$ cat src/rtl/multiword_add_seq_pkg.sv
// Shared definitions for the multi-word add/subtract sequencer.
//   DefaultWidth    - default word width, matches the carry_select_adder datapath
//   DefaultMaxWords - default maximum number of words in one operation
//   state_e         - sequencer state: waiting for a first word, or mid-operation
package multiword_add_seq_pkg;

    localparam int unsigned DefaultWidth    = 64;
    localparam int unsigned DefaultMaxWords = 16;

    typedef enum logic {
        StIdle,
        StBusy
    } state_e;

endpackage

$ cat src/rtl/carry_select_adder.sv
// Carry-select adder: sum/cout = a + b + cin.
// Each BLOCK-bit slice precomputes its result for carry-in 0 and 1; the ripple
// between slices is only a mux per block.
//   a, b  - operands (WIDTH bits)
//   cin   - carry in
//   sum   - result (WIDTH bits)
//   cout  - carry out of the top bit
module carry_select_adder #(
    parameter int unsigned WIDTH = 64,
    parameter int unsigned BLOCK = 16
) (
    input  logic [WIDTH-1:0] a,
    input  logic [WIDTH-1:0] b,
    input  logic             cin,
    output logic [WIDTH-1:0] sum,
    output logic             cout
);

    localparam int unsigned NumBlk = (WIDTH + BLOCK - 1) / BLOCK;

    logic [NumBlk:0] carry;

    assign carry[0] = cin;
    assign cout     = carry[NumBlk];

    for (genvar i = 0; i < NumBlk; i++) begin : g_blk
        localparam int unsigned Lo = i * BLOCK;
        // The top slice may be narrower when WIDTH is not a multiple of BLOCK.
        localparam int unsigned W  = (WIDTH - Lo < BLOCK) ? (WIDTH - Lo) : BLOCK;

        logic [W:0] sum0;
        logic [W:0] sum1;

        assign sum0 = {1'b0, a[Lo +: W]} + {1'b0, b[Lo +: W]};
        assign sum1 = {1'b0, a[Lo +: W]} + {1'b0, b[Lo +: W]} + {{W{1'b0}}, 1'b1};

        assign sum[Lo +: W]  = carry[i] ? sum1[W-1:0] : sum0[W-1:0];
        assign carry[i+1]    = carry[i] ? sum1[W]     : sum0[W];
    end

endmodule

$ cat src/rtl/multiword_add_seq.sv
// Multi-precision add/subtract sequencer over one carry_select_adder.
// Operand words arrive LS word first; the carry is chained between words and
// one registered result word is emitted per accepted operand word.
//   clk, rst                     - clock, asynchronous active-high reset
//   in_valid/in_ready            - operand beat handshake
//   in_a, in_b                   - operand words
//   in_first, in_last, in_sub    - operation framing; in_sub sampled on first beats
//   out_valid/out_ready          - result beat handshake
//   out_sum, out_idx, out_last   - result word, word index, final-word flag
//   out_carry                    - carry out (NOT-borrow when subtracting)
//   out_err                      - protocol error on this beat
//   err_sticky                   - a beat was dropped since reset
module multiword_add_seq
    import multiword_add_seq_pkg::*;
#(
    parameter int unsigned WIDTH     = DefaultWidth,
    parameter int unsigned MAX_WORDS = DefaultMaxWords,
    parameter int unsigned CNT_W     = $clog2(MAX_WORDS)
) (
    input  logic             clk,
    input  logic             rst,
    input  logic             in_valid,
    output logic             in_ready,
    input  logic [WIDTH-1:0] in_a,
    input  logic [WIDTH-1:0] in_b,
    input  logic             in_first,
    input  logic             in_last,
    input  logic             in_sub,
    output logic             out_valid,
    input  logic             out_ready,
    output logic [WIDTH-1:0] out_sum,
    output logic [CNT_W-1:0] out_idx,
    output logic             out_last,
    output logic             out_carry,
    output logic             out_err,
    output logic             err_sticky
);

    state_e             state_q, state_d;
    logic               carry_q, carry_d;
    logic               sub_q, sub_d;
    logic [CNT_W-1:0]   cnt_q, cnt_d;
    logic               out_valid_q, out_valid_d;
    logic [WIDTH-1:0]   out_sum_q, out_sum_d;
    logic [CNT_W-1:0]   out_idx_q, out_idx_d;
    logic               out_last_q, out_last_d;
    logic               out_carry_q, out_carry_d;
    logic               out_err_q, out_err_d;
    logic               err_sticky_q, err_sticky_d;

    logic               accept;
    logic               sub_eff;
    logic [WIDTH-1:0]   add_b;
    logic               add_cin;
    logic [WIDTH-1:0]   add_sum;
    logic               add_cout;
    logic [CNT_W-1:0]   idx;
    logic               drop;
    logic               at_max;
    logic               end_op;

    assign in_ready = !out_valid_q || out_ready;
    assign accept   = in_valid && in_ready;

    // Subtraction is A + ~B + 1; the +1 enters as cin on the first word only.
    assign sub_eff  = in_first ? in_sub : sub_q;
    assign add_b    = sub_eff ? ~in_b : in_b;
    assign add_cin  = in_first ? in_sub : carry_q;

    carry_select_adder #(
        .WIDTH (WIDTH)
    ) u_adder (
        .a    (in_a),
        .b    (add_b),
        .cin  (add_cin),
        .sum  (add_sum),
        .cout (add_cout)
    );

    assign idx    = in_first ? '0 : cnt_q;
    assign drop   = !in_first && (state_q == StIdle);
    assign at_max = (idx == CNT_W'(MAX_WORDS - 1));
    // Reaching the last index slot closes the operation even without in_last.
    assign end_op = in_last || at_max;

    always_comb begin
        state_d      = state_q;
        carry_d      = carry_q;
        sub_d        = sub_q;
        cnt_d        = cnt_q;
        out_valid_d  = out_valid_q;
        out_sum_d    = out_sum_q;
        out_idx_d    = out_idx_q;
        out_last_d   = out_last_q;
        out_carry_d  = out_carry_q;
        out_err_d    = out_err_q;
        err_sticky_d = err_sticky_q;

        if (out_valid_q && out_ready) begin
            out_valid_d = 1'b0;
        end

        if (accept) begin
            if (drop) begin
                err_sticky_d = 1'b1;
            end else begin
                out_valid_d = 1'b1;
                out_sum_d   = add_sum;
                out_idx_d   = idx;
                out_last_d  = end_op;
                out_carry_d = add_cout;
                // Flag a truncated previous operation or a forced termination.
                out_err_d   = (in_first && (state_q == StBusy)) || (at_max && !in_last);
                carry_d     = add_cout;
                cnt_d       = idx + CNT_W'(1);
                if (in_first) begin
                    sub_d = in_sub;
                end
                state_d = end_op ? StIdle : StBusy;
            end
        end
    end

    always_ff @(posedge clk or posedge rst) begin
        if (rst) begin
            state_q      <= StIdle;
            carry_q      <= 1'b0;
            sub_q        <= 1'b0;
            cnt_q        <= '0;
            out_valid_q  <= 1'b0;
            out_sum_q    <= '0;
            out_idx_q    <= '0;
            out_last_q   <= 1'b0;
            out_carry_q  <= 1'b0;
            out_err_q    <= 1'b0;
            err_sticky_q <= 1'b0;
        end else begin
            state_q      <= state_d;
            carry_q      <= carry_d;
            sub_q        <= sub_d;
            cnt_q        <= cnt_d;
            out_valid_q  <= out_valid_d;
            out_sum_q    <= out_sum_d;
            out_idx_q    <= out_idx_d;
            out_last_q   <= out_last_d;
            out_carry_q  <= out_carry_d;
            out_err_q    <= out_err_d;
            err_sticky_q <= err_sticky_d;
        end
    end

    assign out_valid  = out_valid_q;
    assign out_sum    = out_sum_q;
    assign out_idx    = out_idx_q;
    assign out_last   = out_last_q;
    assign out_carry  = out_carry_q;
    assign out_err    = out_err_q;
    assign err_sticky = err_sticky_q;

endmodule

$ cat config.mk
export PLATFORM = sky130hd
export DESIGN_NAME = multiword_add_seq
export DESIGN_NICKNAME = d
export VERILOG_FILES = /design/src/rtl/multiword_add_seq_pkg.sv /design/src/rtl/carry_select_adder.sv /design/src/rtl/multiword_add_seq.sv
export SDC_FILE = /design/constraint.sdc
export NUM_CORES = 1
export LEC_CHECK = 0
export ABC_AREA = 1
export BUFFER_PORTS_ARGS = -buffer_cell sky130_fd_sc_hd__buf_4
export CAP_MARGIN = 5
export CELL_PAD_IN_SITES_DETAIL_PLACEMENT = 1
export CELL_PAD_IN_SITES_GLOBAL_PLACEMENT = 2
export CORE_ASPECT_RATIO = 0.9
export CORE_MARGIN = 2
export CORE_UTILIZATION = 29
export CTS_BUF_LIST = sky130_fd_sc_hd__clkbuf_4 sky130_fd_sc_hd__clkbuf_8 sky130_fd_sc_hd__clkbuf_16
export DETAILED_ROUTE_END_ITERATION = 8
export PLACE_DENSITY_LB_ADDON = 0.15
export SKIP_LAST_GASP = 1
export SYNTH_ARGS = -nofsm -noshare
export SYNTH_HDL_FRONTEND = slang
export SYNTH_SLANG_ARGS = --single-unit
$ cat constraint.sdc
create_clock -name clk -period 4.8 [get_ports clk]
set_input_delay 1.2 -clock clk [delete_from_list [all_inputs] [get_ports clk]]
set_output_delay 1.2 -clock clk [all_outputs]
set_load 0.02 [all_outputs]
After elaboration in Yosys (flattened, before gate mapping). Cells that the tools add are included.

Flip-flop bits (word level): 79. Bits in latches: 0. Memory bits (writable): 0. Bits in read-only memories: 0. Input bits: 135. Output and inout bits: 74. Word-level logic and storage cells: 52. Memories: 0.

$add $sub $neg: 9. Multipliers: 0. Divide/modulo/power cells: 0. Order comparisons: 0. Eq/ne operators: 1. Shifts and indexed selects: 0. Multiplexer cells: 16. Bitwise gates (word level): 3. Reductions and logical operators: 13.

Operators by type and width (count): $add A16 B16 Y17 (4); $add A17 B1 Y17 const B (4); $mux W16 (4); $mux W64 (1); $not A64 Y64 (1); $mux W1 (10); $logic_and A1 B1 Y1 (5); $add A4 B1 Y4 const B (1); $eq A4 B4 Y1 const B (1); $mux W4 (1); $reduce_and A2 Y1 (2); $logic_not A1 Y1 (3); $logic_or A1 B1 Y1 (3); $not A1 Y1 (2).

Depth between registers and ports, before layout. Gate-level depths: netlist of run 1.

Depth in word-level cells: 8. Gate-level depth with buffers: 29. Depth with buffers taken out: 26.

Hierarchy. From an unflattened synthesis of run 1, not the netlist that was laid out.

Cell total of the unflattened synthesis: 1544. Area total of the unflattened synthesis: 9579.2 µm².

By module, submodules not included: carry_select_adder (instances 1, cells each 1111, area each 5835.6 µm², seq. area each 0.0 µm²); multiword_add_seq (instances 1, cells each 433, area each 3743.6 µm², seq. area each 1976.9 µm²).

Least setup slack after synthesis of run 1. No wires, ideal clock.

Kind: input -> register. From: input port in_first. To: register out_sum_q[58], in the netlist out_sum[58]. Setup time: 0.117 ns. Arrival: 4.879 ns. Data required time: 4.683 ns. Path slack: -0.196 ns. Stages: 26. Buffers on the path: 4. Cell sequence: buf_4 o21ai_0 clkbuf_1 buf_1 xor2_1 ha_1 inv_1 fa_1 inv_1 ha_1 nand2_1 nor2_2 nand3_2 nor2_4 nand3_2 nor2_4 nand3_2 nand2_4 nand2_4 nand2_4 nand3_2 buf_4 nand3_1 nand2_1 nand2_1 nand2_1.

Longest elaborated chain between the ends: 8. Elaborated cells on any way between the ends: 19. Those cells by class: 8 x add/sub; 7 x mux; 1 x bitwise; 3 x reduce/logical.

Ends and longest elaborated chain: start: declaration (RTL line multiword_add_seq.sv:26) `input logic in_first,`; $mux W1; $mux W64 (RTL line multiword_add_seq.sv:67) `assign add_b = sub_eff ? ~in_b : in_b;`; $add A16 B16 Y17 (RTL line carry_select_adder.sv:34, carry_select_adder.sv:35); $add A17 B1 Y17 (RTL line carry_select_adder.sv:35) `assign sum1 = {1'b0, a[Lo +: W]} + {1'b0, b[Lo +: W]} + {{W{1'b0}}, 1'b1};`; $mux W1 (3 in a row) (RTL line carry_select_adder.sv:38) `assign carry[i+1] = carry[i] ? sum1[W] : sum0[W];`; $mux W16 (RTL line carry_select_adder.sv:37) `assign sum[Lo +: W] = carry[i] ? sum1[W-1:0] : sum0[W-1:0];`; end signal: assignment (RTL line multiword_add_seq.sv:143) `out_sum_q <= out_sum_d;`; end: declaration (RTL line multiword_add_seq.sv:44) `logic [WIDTH-1:0] out_sum_q, out_sum_d;`.

Parallel ways exist; a longest one is shown, timed or not. A chain may end at the register's enable or synchronous reset.

Worst setup path after layout of run 1.
From: input port in_first. To: register out_sum_q[53], in the netlist out_sum[53].

The elaborated chain is that of the path after synthesis.

==> results of run 1 <==
[registers in the layout, indices dropped and copies added, names as in the netlist]
name        count
out_valid       1
out_idx         4
err_sticky      1
cnt_q           4
out_err         1
state_q         1
sub_q           1
out_last        1
out_carry       1
out_sum        64
[placed cells by master (no fill, tap or decap), types with 19 or more instances in the layout]
master	instances
a21oi_1	46
buf_4	264
dfrtp_1	79
ha_1	70
inv_1	230
nand2_1	570
nand3_1	143
nand4_1	22
nor2_1	95
nor3_1	19
o21ai_0	43
xor2_1	107
[how the worst min path moves through the flow]
stage | slack (ps) | cells after the start | end
2_1_floorplan | 460 | 1 | cnt_q[0]
3_3_place_gp | 460 | 2 | out_idx[1]
3_5_place_dp | 470 | 2 | out_idx[1]
4_1_cts | 480 | 2 | out_idx[1]
5_1_grt | 500 | 2 | out_sum[26]
6_report | 480 | 2 | out_idx[0]
[worst max-delay path, delay by kind of cell]
kind            cells  cell delay (ps)
simple gates       13             1310
xor+xnor            1              190
buf+inv             8              910
compound gates      1              210
fa+ha+maj           3              890
[repair_timing]
| item | CTS | global route |
|---|---|---|
| endpoints found under the setup margin | 0 | 18 |
| resized for setup | 0 | 7 |
| endpoints found under the hold margin | 0 | 0 |
[stage by stage]
step	hold slack, ps	TNS [ps]
finish	479	0
global route	505	0
CTS	483	0
detailed placement	467	-1560
global placement	460	0
floorplan	464	0
[where the power goes]
part / total (mW) / leakage, nW / switching (mW) / internal [mW]
logic: 4.26 / 5.94 / 2.65 / 1.62
registers: 1.19 / 0.971 / 0.232 / 0.961
clock network: 0.818 / 0.168 / 0.297 / 0.521
[final cells by class]
cell class / count / area share, %
tap: 422 / 4.25
inverter: 239 / 7.23
sequential: 79 / 15.9
timing repair buffer: 267 / 16.4
clock inverter: 6 / 0.866
multi-input combinational: 1221 / 53.4
clock buffer: 10 / 1.92
[metal layers]
layer	up-vias	global-route usage [%]	wire length (um)
met5	-	0	0
met4	0	2.94	241
met3	18	2.76	1050
met2	135	33.3	15300
met1	4832	25.9	16100
li1	5414	-	-
[logic make-up (layout without fill, tap and decap cells)]
logic type,after synthesis,count (layout),synth area share [%]
XOR/XNOR,118,118,10.9
AO/OA/AOI/OAI,124,124,7.10
AND/OR/NAND/NOR,904,904,40.4
buffers and inverters,270,522,11.0
adder cells (fa/ha/maj),75,75,10.1
flip-flops,79,79,20.6
==> impl_metrics.ini, run 1 <==
[yosys]
synth_edf_count = 0
syn_area_um2 = 9620
synth.net_count = 1780
synth_seq_cells = 79
synth_top_area_share_pct = 22.3
ys_warn_count = 0
netlist_top_cells_area = nand2_1, dfrtp_1, xor2_1
yosysSeqAreaShare_pct = 20.6
synth_ff_type = dfrtp_1
synthArstFlopShare_pct = 100
synth_common_cells = nand2_1, inv_1, nand3_1
yosysTopAreaCell = nand2_1
synth.most_common_cell = nand2_1
syn_inst = 1570
avgSynthCellArea_um2 = 6.13
ys_types = 45

[detailed_routing]
vias = 10400
wire_per_inst_um = 14.6
drtAntennaViolNets = 0
viasPerCell = 4.63
drc = 0
finalWirelength_mm = 32.7
dr.pass1.iters = 4
drtIter0Drc = 264

[clock_network]
cts_max_path_buffers = 2
cts_root_buf = clkbuf_16
ctsHoldBuffers = 0
clkLatencyLatePin_ps = 350
clkTransAtPathRegs_ps = 70
cts_tree = yes
post_cts_buffers = 0
cts-buffers-inserted = 9
h-tree-depth = 3
cts_sinks = 79

[die]
initial_core_util_pct = 29.3
ioPinCount = 209
die_w_um = 196
die_y_um = 177
coreArea_um2 = 32800
die_area_um2 = 34600
rows = 63

[setup_path]
crit_slowest_cell = fa_1
critPathRequiredTime_ps = 5090
cp_data_arrival_time_ps = 4720
path_class = input pin to flop
cp-start-kind = input pin
r2r_slack_ps = 990
endpoint = out_sum[53]
endpoint_kind = flop
worst_r2r_endpoint = out_sum[53]
rr_worst_depth = 26
cp-startpoint = in_first
cpPeakStageDelay_ps = 480
cp_max_fo = 9
timing.rr.start = sub_q

[timing]
clock_skew_ps = 10.4
final-hold-violation-count = 0
finalSetupViolCount = 0
worst_pin_slew_ps = 887
setup_ws_ps = 374
layout_min_cycle_time_ps = 4430
finalCritPeriodShare_pct = 92.2
rsz0062_at_grt = no
slew_viol_final = 0
slew_headroom_pct = 40.8
fmax_ghz = 0.226

[layout]
fillCellCount = 4382
num_antenna_cells = 0
layout.nets = 2027
final_cell_area_um2 = 12400
multi_input_area_um2 = 6640
finalNonFillerCells = 2244
utilization_pct = 37.9
register_area_um2 = 1980
layout-drive-gt1-share_pct = 18.3
syn_to_final_growth_pct = 29.2

[grt]
grt_usage_pct = 19.2
grt_pass1_vias = 10900
grt_pass1_wl_mm = 54.6
grt_antenna_before_repair = 0
grt_max_degree = 69
overflow = 0

[power]
power_mw = 6.27
power.density_nw_per_um2 = 505
leakagePower_nw = 7.08
irDropWorstVdd_uv = 163

[placement]
gp_congestion = 0.812
placed_cell_area_um2 = 12100
dp_cells = 2228
port_buffers = 208
place_ws_ps = -154
place_hpwl_mm = 27.9

[min_path]
hold_class = flop to flop
hp-start = out_idx[0]

[flow_run]
cap_violations = 0

[run_status]
status = complete, no violations
Note: power is estimated with default switching activity, not from simulation.
==> run 2, diff against run 1 <==
- ABC_AREA: 1 -> 0
- CAP_MARGIN: 5 -> default
- CORE_UTILIZATION: 29 -> 30
==> run 2 against run 1 <==
Net effect:
- the flow now finishes with violations (negative setup slack)
- setup slack got worse by 860 ps
- fmax decreased by 16%
- synthesized cell count decreased by 36%
- area after synthesis decreased by 13%
- cell count decreased by 19%
- worst hold slack got worse by 18 ps
- clock power decreased by 10%
==> impl_metrics.ini, run 2 <==
[flow_run]
cap_violations = 0

[power]
irDropWorstVdd_uv = 184
power_mw = 6.84
combPwrFrac_pct = 72.1
internal_power_mw = 3.88
switching_power_mw = 2.96
clkPwrFrac_pct = 10.7
switching_share_pct = 43.2
p_seq_share_pct = 17.2
power.density_nw_per_um2 = 511
leakagePower_nw = 6.34

[grt]
grt_pass1_vias = 8956
grt_usage_pct = 18.5
overflow = 0
grt_antenna_before_repair = 1
grt_max_degree = 77
grt_pass1_wl_mm = 44.5

[placement]
dp_cells = 1769
port_buffers = 208
place_hpwl_mm = 22.2
place_ws_ps = -1040
gp_congestion = 0.806

[detailed_routing]
drtAntennaViolNets = 0
wire_per_inst_um = 15.0
viasPerCell = 4.79
dr.pass1.iters = 4
drtIter0Drc = 201
finalWirelength_mm = 27.2
vias = 8702
drc = 0

[yosys]
syn_inst = 1005
ys_types = 83
synth_edf_count = 0
ys_warn_count = 0
yosysSeqAreaShare_pct = 23.7
synth_seq_cells = 79
synth_common_cells = xnor2_1, nand2_1, dfrtp_1
yosysTopAreaCell = dfrtp_1
syn_area_um2 = 8350
synthArstFlopShare_pct = 100
netlist_top_cells_area = dfrtp_1, xnor2_1, ha_1
synth_top_area_share_pct = 23.7
synth.net_count = 1215
avgSynthCellArea_um2 = 8.31
synth_ff_type = dfrtp_1
synth.most_common_cell = xnor2_1

[layout]
multi_input_area_um2 = 6810
layout.nets = 1665
register_area_um2 = 1980
finalNonFillerCells = 1815
largest_register_ff_count = 64
fillCellCount = 3245
syn_to_final_growth_pct = 60.3
mostFrequentLayoutCell = buf_4
layout-drive-gt1-share_pct = 41.8
final_cell_mix = buf_4, nand2_1, xnor2_1, dfrtp_1, ha_1

[clock_network]
cts_sinks = 79
h-tree-depth = 3
cts_max_path_buffers = 2
clkLatencyLatePin_ps = 360
cts_root_buf = clkbuf_16
cts-buffers-inserted = 9
clkTransAtPathRegs_ps = 70
ctsHoldBuffers = 0
cts_tree = yes

[setup_path]
endpoint = out_carry
worst_r2r_endpoint = out_carry
cp_max_fo = 8
critPathRequiredTime_ps = 5040
rr_worst_depth = 19
cp-start-kind = input pin
path_class = input pin to flop
cp-startpoint = in_first
timing.rr.start = sub_q
endpoint_kind = flop
r2r_slack_ps = 70
cp_data_arrival_time_ps = 5520

[die]
ioPinCount = 209
die_area_um2 = 29200
rows = 57
initial_core_util_pct = 30.7
die_w_um = 180
coreArea_um2 = 27200
die_y_um = 162

[run_status]
status = finished, violations left
violations = negative setup slack

[timing]
rsz0062_at_grt = yes
fmax_ghz = 0.189
layout_min_cycle_time_ps = 5290
slew_viol_final = 0
setup_ws_ps = -487
slew_headroom_pct = 28.8
worst_pin_slew_ps = 1070
final-hold-violation-count = 0
finalCritPeriodShare_pct = 110
clock_skew_ps = 13.8
finalSetupViolCount = 43

[min_path]
hp-start = err_sticky
hold_class = flop to flop
-- run 2: changes by cell type in the layout (fill, tap and decap cells not counted), sizes merged, moves of 19 or more --
cell / before / now
xor2: 109 / 33
nand2: 583 / 117
nand3: 152 / 28
nor2: 104 / 61
inv: 238 / 43
xnor2: 9 / 125
nand2b: 0 / 21
buf: 267 / 472
o21ai: 55 / 74
-- run 2: area by class of cell --
cell class,count,area share (%)
clock buffers,9,1.68
flip-flops and latches,79,14.8
well taps,354,3.31
diodes,1,0.0187
inverters,39,1.10
clock inverters,7,0.626
repair buffers,473,27.6
multi-input cells,853,50.9
-- run 2: power by group through the flow --
stage          Clock, mW  Sequential, mW  Combinational [mW]
3_5_place_dp           0            1.20                4.55
6_report           0.734            1.17                4.93
3_3_place_gp           0            1.18                4.46
2_1_floorplan          0            1.49                2.18
4_1_cts            0.764            1.18                4.81
5_1_grt            0.793            1.22                5.40
-- run 2: what timing repair did --
action,in CTS,in global routing
pin swaps,56,50
buffers inserted,17,15
setup endpoints to repair,42,47
resized for setup,81,55
cloned,1,1
endpoints found under the hold margin,0,0
-- run 2: worst max-delay path, stage by stage --
cell      delay (ps)
buf_8             80
mux2i_4          250
buf_12           200
buf_12           140
xnor2_2           80
ha_4             300
and3_4           210
a221oi_4          80
o21a_1           220
buf_4            140
or4b_4           540
a21oi_4          190
nor3_4            70
nor4_4           370
mux2i_4          340
mux2_4           390
buf_6            150
mux2_4           330
mux2i_1          150
nand4_1          100
-- run 2: kinds of logic (layout without fill, tap and decap cells) --
family                     Yosys count  after routing  synth area share, %
other                                0              1                    0
buffers and inverters               74            528                 3.45
muxes                               23             23                 2.97
and+or+nand+nor                    363            363                 23.3
AOI/OAI and AO/OA                  234            234                 18.2
adders and majority gates           75             75                 11.6
DFF                                 79             79                 23.7
xor gates and xnor gates           157            158                 16.8
-- run 2: through the flow --
stage                     area, um^2  TNS (ps)  hold slack [ps]  utilization, %
after floorplan                 8480    -11490              449               -
after global placement         12200    -30780              446            44.8
after detailed placement       12200    -33820              449            44.8
after CTS                      13000    -13270              466            47.9
after global routing           13400    -22680              479            49.2
final                          13400    -13810              461            49.2
-- run 2: worst min-delay path by stage --
stage	cells past startpoint	to	slack, ps
after floorplan	2	sub_q	450
after global placement	1	err_sticky	450
after detailed placement	1	err_sticky	450
after CTS	1	err_sticky	470
after global routing	1	err_sticky	480
final	1	err_sticky	460
-- run 2: per-layer routing --
| metal | part of all wire (%) | track usage (%) |
|---|---|---|
| met5 | 0 | 0 |
| met4 | 1.5 | 4.10 |
| met3 | 4.0 | 2.98 |
| met2 | 50 | 33.2 |
| met1 | 45 | 23.4 |
==> run 3, diff against run 2 <==
- REMOVE_ABC_BUFFERS: default -> 1
==> run 3 against run 2 <==
Net effect:
- sequential power grew 4%
- die area is the same
- largest power group unchanged
- final area grew 2.4%
- sequential share of layout area shrank 0.35 points
- setup slack lost 83 ps
- the run still ends with negative setup slack left
- via count grew 3.2%
- global-route usage grew 1.3 points
- sequential cell count is the same
- cell count grew 1.3%
- clock power is essentially flat
- combinational power grew 5.3%
- critical path depth is the same
==> impl_metrics.ini, run 3 (synthesis results as in run 2) <==
[clock_network]
cts_tree = yes
clkTransAtPathRegs_ps = 70
cts-buffers-inserted = 9
clkLatencyLatePin_ps = 350
cts_root_buf = clkbuf_16
ctsHoldBuffers = 0
h-tree-depth = 3
cts_sinks = 79
cts_max_path_buffers = 2

[setup_path]
path_class = input pin to flop
critPathRequiredTime_ps = 5040
critical-path-top-delay-family = multiplexers
cpPeakStageDelay_ps = 450
cp_data_arrival_time_ps = 5610
endpoint_kind = flop
crit_chain = buf_8, mux2i_4, buf_6, buf_8, xnor2_4, ha_4, a21o_1, buf_4, a22oi_2, mux2i_1, o311a_1, nor4b_4, nand3_2, nor4_4, mux2i_4, mux2_4, xnor2_4, buf_6, a21boi_1, o31a_1
crit_slowest_cell = nor4_4
cp_max_fo = 5
cp-start-kind = input pin
critPathBufInv = 5

[detailed_routing]
drc = 0
dr.pass1.iters = 4
finalWirelength_mm = 29.8
viasPerCell = 4.89
wire_per_inst_um = 16.2
drtAntennaViolNets = 0
vias = 8983
drtIter0Drc = 249

[power]
leakagePower_nw = 6.45
switching_share_pct = 43.7
switching_power_mw = 3.12
clkPwrFrac_pct = 10.3
internal_power_mw = 4.02
combPwrFrac_pct = 72.7
p_seq_share_pct = 17.0
power.density_nw_per_um2 = 521
irDropWorstVdd_uv = 246
power_mw = 7.14

[min_path]
hold_class = flop to flop

[layout]
layout.nets = 1689
mostFrequentLayoutCell = buf_4
layout-drive-gt1-share_pct = 43.7
fillCellCount = 3184
syn_to_final_growth_pct = 64.1
multi_input_area_um2 = 6870
utilization_pct = 50.4
largest_register_ff_count = 64
num_antenna_cells = 0
final_cell_mix = buf_4, nand2_1, xnor2_1, dfrtp_1, ha_1
register_area_um2 = 1980

[grt]
grt_usage_pct = 19.8
grt_max_degree = 80
grt_antenna_before_repair = 1
grt_pass1_vias = 9505
grt_pass1_wl_mm = 47.2
overflow = 0

[timing]
layout_min_cycle_time_ps = 5370
worst_pin_slew_ps = 1230
finalSetupViolCount = 45
finalCritPeriodShare_pct = 112
slew_viol_final = 0
fmax_ghz = 0.186
slew_headroom_pct = 18.0
setup_ws_ps = -570
clock_skew_ps = 7.18
rsz0062_at_grt = yes
final-hold-violation-count = 0

[flow_run]
cap_violations = 0

[die]
die_w_um = 180
coreArea_um2 = 27200
die_y_um = 162
rows = 57
ioPinCount = 209
die_area_um2 = 29200
initial_core_util_pct = 30.7

[placement]
port_buffers = 208
place_hpwl_mm = 22.5
gp_congestion = 0.821

[run_status]
violations = negative setup slack
status = finished, violations left
## run 3: changes by cell type in the layout (fill, tap and decap cells not counted), moves of 3 or more
| cell | delta |
|---|---|
| ha_1 | -4 |
| a21oi_1 | -3 |
| buf_4 | +14 |
| a21oi_2 | +3 |
| o21ai_0 | -3 |
| buf_8 | +3 |
| ha_2 | +3 |
| buf_6 | +6 |
| inv_6 | -3 |
## run 3: area by class of cell
class	count	area share, %
well taps	354	3.23
flip-flops and latches	79	14.4
clock buffers	9	1.64
clock inverters	7	0.594
multi-input cells	852	50.1
repair buffers	498	28.9
inverters	39	1.09
## run 3: final timing paths
path | end | slack [ps] | from | depth (start not counted)
worst max-delay path | out_sum[51] | -570 | in_first | 20
worst min-delay path | err_sticky | 470 | err_sticky | 1
worst max register to register | out_sum[51] | -10 | sub_q | 19
worst min register to register | err_sticky | 470 | err_sticky | 1
max in group asynchronous | out_sum[27] | 2930 | rst | 3
min in group asynchronous | out_sum[6] | 1010 | rst | 2
## run 3: power by group through the flow
stage	Clock [mW]	Combinational, mW	Sequential [mW]
after floorplan	0	2.15	1.50
after global placement	0	4.42	1.23
after detailed placement	0	4.51	1.23
after CTS	0.749	4.89	1.22
after global routing	0.777	5.65	1.25
final	0.732	5.19	1.22
## run 3: routing by layer
metal / GRT usage [%] / wire (um)
met3: 2.47 / 953
met1: 23.5 / 12700
met2: 37.8 / 15700
met4: 4.80 / 456
met5: 0 / 13
## run 3: what timing repair did
item                                    CTS  global route
gates resized for setup                  95            92
hold endpoints to repair                  0             0
pin swaps                                65            71
setup buffers                            35            31
endpoints found under the setup margin   42            47
cloned                                    3             0
## run 3: per-stage QoR
step	hold slack, ps	TNS, ps	setup slack (ps)	std cells	area (um^2)
finish	471	-17380	-570	1838	13700
global route	485	-26980	-773	1838	13700
CTS	470	-13110	-465	1813	13100
detailed placement	454	-35020	-1010	1761	12000
global placement	451	-29600	-906	1761	12000
floorplan	449	-336410	-5270	970	8210
